===== config.mk =====
export PLATFORM = sky130hd
export DESIGN_NAME = cp0_nested_intc
export DESIGN_NICKNAME = d
export VERILOG_FILES = /design/src/rtl/cp0_nested_intc.sv
export SDC_FILE = /design/constraint.sdc
export NUM_CORES = 1
export LEC_CHECK = 0
export ABC_AREA = 1
export CAP_MARGIN = 0
export CORE_MARGIN = 2
export CORE_UTILIZATION = 55
export DETAILED_ROUTE_END_ITERATION = 8
export MAX_ROUTING_LAYER = met4
export PLACE_DENSITY = 0.91
export RECOVER_POWER = 50
export SLEW_MARGIN = 20
export SYNTH_ARGS = -nofsm -noshare
export SYNTH_HDL_FRONTEND = slang
export SYNTH_SLANG_ARGS = --single-unit

===== constraint.sdc =====
create_clock -name clk -period 5.3 [get_ports clk]
set_clock_uncertainty 0.2 [all_clocks]
set_input_delay 0.795 -clock clk [delete_from_list [all_inputs] [get_ports clk]]
set_output_delay 0.795 -clock clk [all_outputs]
set_load 0.02 [all_outputs]

===== src/rtl/cp0_nested_intc.sv =====
// CP0 interrupt unit: prioritised, maskable sources with an EPC/level stack for nested service.
// Build option CP0_LEVEL_TRIG_EN makes pending follow the synchronised request level.
module cp0_nested_intc #(
   parameter int NUM_SRC   = 3,
   parameter int EPC_DEPTH = 4
) (
   input  logic               clk,
   input  logic               rst_n,
   input  logic [31:0]        id_instr,
   input  logic [31:0]        wb_instr,
   input  logic [31:0]        wb_din,
   input  logic [31:0]        ex_pc,
   input  logic [NUM_SRC-1:0] intsrc,
   output logic               INT,
   output logic               RegToCP0,
   output logic               CP0ToReg,
   output logic [31:0]        id_dout,
   output logic [31:0]        epc_out,
   output logic               eret,
   output logic [3:0]         nest_depth
);
   localparam int          IDX_W     = (EPC_DEPTH > 1) ? $clog2(EPC_DEPTH) : 1;
   localparam logic [3:0]  DEPTH     = 4'(EPC_DEPTH);
   localparam logic [31:0] ERET_WORD = 32'h4200_0018;

   logic               mtc0;
   logic               mfc0;
   logic [4:0]         wb_addr;
   logic [4:0]         id_addr;
   logic               ie;
   logic [NUM_SRC-1:0] im;
   logic [NUM_SRC-1:0] pending;
   logic [NUM_SRC-1:0] req;
   logic [NUM_SRC-1:0] sync_p0;
   logic [NUM_SRC-1:0] sync_p1;
   logic [3:0]         cur_lvl;
   logic [3:0]         int_lvl;
   logic [3:0]         win_lvl;
   logic [3:0]         sp;
   logic [3:0]         sp_m1;
   logic [IDX_W-1:0]   push_idx;
   logic [IDX_W-1:0]   top_idx;
   logic [31:0]        stk_epc [EPC_DEPTH];
   logic [3:0]         stk_lvl [EPC_DEPTH];
   logic               take;
   logic               ret;
   logic               raise;
   logic               wr_ie;
   logic               wr_epc;
   logic [7:0]         im8;
   logic [7:0]         pend8;
   logic [7:0]         lvl_oh;
   logic               unused_ok;

   function automatic logic [3:0] top_level(input logic [NUM_SRC-1:0] r);
      logic [3:0] lvl;
      lvl = '0;
      for (int i = 0; i < NUM_SRC; i++) begin
         if (r[i]) lvl = 4'(i + 1);
      end
      return lvl;
   endfunction

   assign mtc0       = (wb_instr[31:21] == 11'b01000000100);
   assign mfc0       = (id_instr[31:21] == 11'b01000000000);
   assign eret       = (id_instr == ERET_WORD);
   assign wb_addr    = wb_instr[15:11];
   assign id_addr    = id_instr[15:11];
   assign RegToCP0   = mtc0;
   assign CP0ToReg   = mfc0;
   assign nest_depth = sp;
   assign unused_ok  = ^{wb_instr[20:16], wb_instr[10:0]};

   assign sp_m1    = sp - 4'd1;
   assign push_idx = sp[IDX_W-1:0];
   assign top_idx  = sp_m1[IDX_W-1:0];

   // INT high means the CPU takes the interrupt on this edge; ERET in ID is flushed then.
   assign take    = INT;
   assign ret     = eret & ~INT & (sp != 4'd0);
   assign req     = pending & im;
   assign win_lvl = top_level(req);
   assign raise   = ie & ~INT & ~eret & (sp < DEPTH) & (win_lvl > cur_lvl);
   assign wr_ie   = mtc0 & (wb_addr == 5'd12);
   assign wr_epc  = mtc0 & (wb_addr == 5'd14) & (sp != 4'd0);
   assign epc_out = (sp == 4'd0) ? 32'd0 : stk_epc[top_idx];

   // Stage p0/p1: two-flop synchroniser on the raw requests
   always_ff @(posedge clk or negedge rst_n) begin
      if (!rst_n) begin
         sync_p0 <= '0;
         sync_p1 <= '0;
      end else begin
         sync_p0 <= intsrc;
         sync_p1 <= sync_p0;
      end
   end

`ifdef CP0_LEVEL_TRIG_EN
   assign pending = sync_p1;
`else
   logic [NUM_SRC-1:0] sync_p2;
   logic [NUM_SRC-1:0] rise;
   logic [NUM_SRC-1:0] clr;

   assign rise = sync_p1 & ~sync_p2;

   always_comb begin
      clr = '0;
      for (int i = 0; i < NUM_SRC; i++) begin
         if (ret && (cur_lvl == 4'(i + 1))) clr[i] = 1'b1;
      end
   end

   // Stage p2: edge detect; a new edge outranks a same-cycle clear
   always_ff @(posedge clk or negedge rst_n) begin
      if (!rst_n) begin
         sync_p2 <= '0;
         pending <= '0;
      end else begin
         sync_p2 <= sync_p1;
         pending <= (pending & ~clr) | rise;
      end
   end
`endif

   always_ff @(posedge clk or negedge rst_n) begin
      if (!rst_n) begin
         INT     <= 1'b0;
         int_lvl <= '0;
         ie      <= 1'b0;
         im      <= '1;
         cur_lvl <= '0;
         sp      <= '0;
      end else begin
         INT <= raise;
         if (raise) int_lvl <= win_lvl;
         if (take) begin
            sp      <= sp + 4'd1;
            cur_lvl <= int_lvl;
         end else if (ret) begin
            sp      <= sp_m1;
            cur_lvl <= stk_lvl[top_idx];
         end
         if (wr_ie) begin
            ie <= wb_din[0];
            im <= wb_din[8 +: NUM_SRC];
         end else if (take) begin
            ie <= 1'b0;
         end else if (eret & ~INT) begin
            ie <= 1'b1;
         end
      end
   end

   // An EPC write on a take cycle hits the old top; the push fills the next slot.
   always_ff @(posedge clk) begin
      if (wr_epc) stk_epc[top_idx] <= wb_din;
      if (take) begin
         stk_epc[push_idx] <= ex_pc;
         stk_lvl[push_idx] <= cur_lvl;
      end
   end

   always_comb begin
      id_dout = '0;
      im8     = '0;
      pend8   = '0;
      lvl_oh  = '0;
      im8[NUM_SRC-1:0]   = im;
      pend8[NUM_SRC-1:0] = pending;
      if (cur_lvl != 4'd0) lvl_oh[3'(cur_lvl - 4'd1)] = 1'b1;
      case (id_addr)
         5'd12:   id_dout = {4'b0, sp, 8'b0, im8, 7'b0, ie};
         5'd13:   id_dout = {8'b0, pend8, lvl_oh, 8'b0};
         5'd14:   id_dout = epc_out;
         default: id_dout = '0;
      endcase
   end
endmodule


==> run_results.csv <==
group,metric,value,unit
min_path,min_path_type,"reg -> reg",
die,core-area,16470,um2
grt,grt-ovfl-total,0,
synthesis,ys_async_sr_fraction,15.79,%
power_and_ir_drop,p_total,2.983,mW
clock_tree,cts_root_buffer,"clkbuf_16",
synthesis,syn-num-nets,1220,
sta,period_minus_slack,4.838,ns
layout,syn2layout_area_growth,28.01,%
drt,drt_iter0_markers,828,
clock_tree,postCtsSetupBuffers,0,
sta,fmax,206.7,MHz
drt,drt-total-wl,24830,um
synthesis,synth_top_cell_area_share,47.01,%
drt,viasPerCell,5.554,
drt,drt-wirelength-per-cell,16.95,um
worst_setup_path,worstPathRequired,4.30,ns
power_and_ir_drop,power.leakage,4.841,nW
synthesis,synth_ff_type,"edfxtp_1",
synthesis,yosysTopAreaCell,"edfxtp_1",
outcome,violations,"capacitance limit, slew limit",
placement,io_buffers,188,
placement,dp_slack,1.000,ns
worst_setup_path,critPathKind,"reg -> out",
power_and_ir_drop,vdd_ir_drop_max,0.0002667,V
die,start_util,55.86,%
worst_setup_path,worst_setup_path_end_kind,"primary output",
drt,postRouteAntennaNets,0,
layout,ff_latch_area,5005,um2
sta,finalHoldViolCount,0,
clock_tree,clock_sinks,171,
grt,grt_pass1_vias,8027,
die,row_count,47,
synthesis,synthesis.area,9198,um2
synthesis,synth_area_per_cell,8.564,um2
placement,place_inst,1432,
die,ios,205,
clock_tree,clk_pin_slew,0.07,ns
sta,rsz0062_at_grt,"false",
clock_tree,clkLatencyLatePin,0.43,ns
die,die_height,133.3,um
synthesis,ys_top_cells_by_count,"nand2_1 (229), nor2_1 (177), o21ai_0 (157), edfxtp_1 (144), inv_1 (98)",
layout,drive_above_1_share,6.752,%
worst_setup_path,worstPathMaxFanout,36,
die,dieWidth,133.3,um
layout,final_util,71.50,%
placement,dp_hpwl,15100,um
sta,fin_crit_sh,91.29,%
sta,tightest_slew,1.795,ns
grt,grt_max_degree,80,
synthesis,yosysUniqueCellTypes,37,
grt,antenna_found_initial,1,
sta,finalSetupTns,0,ns
run,cap_violations,2,
clock_tree,cts_buffer_depth,2,
sta,relSlewSlack,-19.64,%
synthesis,ys_seq_elements,171,
synthesis,ys_seq_area_share,54.40,%
clock_tree,numCtsBuffers,17,
sta,drv_slew,158,
synthesis,synth-edff-count,144,
layout,fill_cells,1138,
drt,firstDrtPassIters,6,
placement,place_area,11150,um2
worst_setup_path,crit_arrival,3.84,ns
die,die_area,17770,um2
synthesis,synth_area_leaders,"edfxtp_1 (47%), nand2_1 (9.3%), o21ai_0 (8.5%)",
layout,multi_input_area,3526,um2
sta,final.setup.worst_slack,0.4618,ns
synthesis,ys.warnings.count,0,
layout,fin_cells,1465,
power_and_ir_drop,p_per_area,253.4,nW/um2
drt,drc,0,
clock_tree,hold_buffers,0,
clock_tree,cts_tree,"built",
synthesis,syn_inst,1074,
drt,num_vias,8136,
worst_setup_path,start_kind,"flip-flop",
grt,grt_usage,29.15,%
placement,routabilityCongestion,0.8359,
sta,setup_viol,0,
layout,nets,1377,
clock_tree,post_cts_resized,0,
grt,grt_pass1_wl,39050,um
outcome,outcome,"finished, violations left",
layout,fin_area,11770,um2
sta,holdWs,0.1553,ns
clock_tree,htreeDepth,4,
synthesis,yosys.cell_count.top_type,"nand2_1",
-- cell type report --
class	instances	area share, %
repair buffers	197	16.52
clock inverters	15	1.764
clock buffers	17	3.613
flip-flops and latches	171	42.51
multi-input cells	741	29.95
diodes	1	0.02125
well taps	220	2.338
inverters	103	3.284
-- report_power, final --
part	switching [mW]	internal (mW)	total [mW]
Sequential	0.00127	1.46	1.46
Combinational	0.0840	0.108	0.192
Clock	0.570	0.761	1.33
Total	0.655	2.33	2.98
-- final timing paths --
check | from | to | slack, ns | depth (start not counted)
min in group asynchronous | rst_n | ie$_DFFE_PN0P_ | 1.02 | 2
setup / recovery | nest_depth[1]$_DFFE_PN0P_ | id_dout[16] | 0.46 | 8
hold / removal | sync_p0[0]$_DFF_PN0_ | sync_p1[0]$_DFF_PN0_ | 0.16 | 0
hold reg to reg | sync_p0[0]$_DFF_PN0_ | sync_p1[0]$_DFF_PN0_ | 0.16 | 0
max in group asynchronous | rst_n | nest_depth[0]$_DFFE_PN0P_ | 2.96 | 2
setup reg to reg | nest_depth[0]$_DFFE_PN0P_ | stk_epc[3][18]$_DFFE_PP_ | 0.62 | 5
-- layer usage --
layer,share of wire (%),vias to the layer above,routed length [um],global-route usage [%]
met3,10,59,2488,6.659
met4,2.4,0,589,10.64
met2,50,459,12510,50.40
li1,-,3890,-,-
met5,0,-,0,-
met1,37,3728,9242,33.29
-- cells in the final DEF, fill, tap and decap left out, types with 3 or more instances in the layout --
| cell | count |
|---|---|
| nor3_1 | 4 |
| a21oi_1 | 18 |
| ha_1 | 13 |
| edfxtp_1 | 144 |
| bufinv_16 | 3 |
| dfstp_2 | 3 |
| a21oi_2 | 20 |
| and2_1 | 17 |
| nand4_1 | 7 |
| nor2_1 | 177 |
| dfrtp_1 | 23 |
| inv_1 | 99 |
| buf_4 | 4 |
| o21ai_0 | 157 |
| o21ai_1 | 54 |
| o22ai_1 | 4 |
| inv_6 | 5 |
| nand2_2 | 7 |
| clkbuf_16 | 17 |
| clkbuf_2 | 4 |
| inv_2 | 4 |
| clkdlybuf4s50_1 | 177 |
| dlygate4sd3_1 | 10 |
| nand2_1 | 221 |
| nand3_1 | 22 |
-- cell families (layout without fill, tap and decap cells) --
kind of cell | Yosys count | in the layout | share of synthesized area, %
AND/OR/NAND/NOR | 465 | 465 | 20.65
AO/OA/AOI/OAI | 260 | 260 | 15.29
flip-flops | 171 | 171 | 54.40
buffers and inverters | 162 | 332 | 7.604
adder cells (fa/ha/maj) | 13 | 13 | 1.769
XOR/XNOR | 3 | 3 | 0.2857
other | 0 | 1 | 0
-- registers in the layout (all words and copies together), names as in the netlist, 4 cells and up --
name and flops:
stk_epc 128, stk_lvl 16, cur_lvl 4, nest_depth 4
-- worst max-delay path, cell delays in order (launching register included) --
cell             delay (ns)
dfrtp_1                0.48
inv_1                  0.18
ha_1                   0.69
inv_2                  0.50
nor2_1                 0.21
o21ai_0                0.12
a21oi_1                0.43
a22o_1                 0.19
clkdlybuf4s50_1        0.60
(Power assumes the default switching activity.)
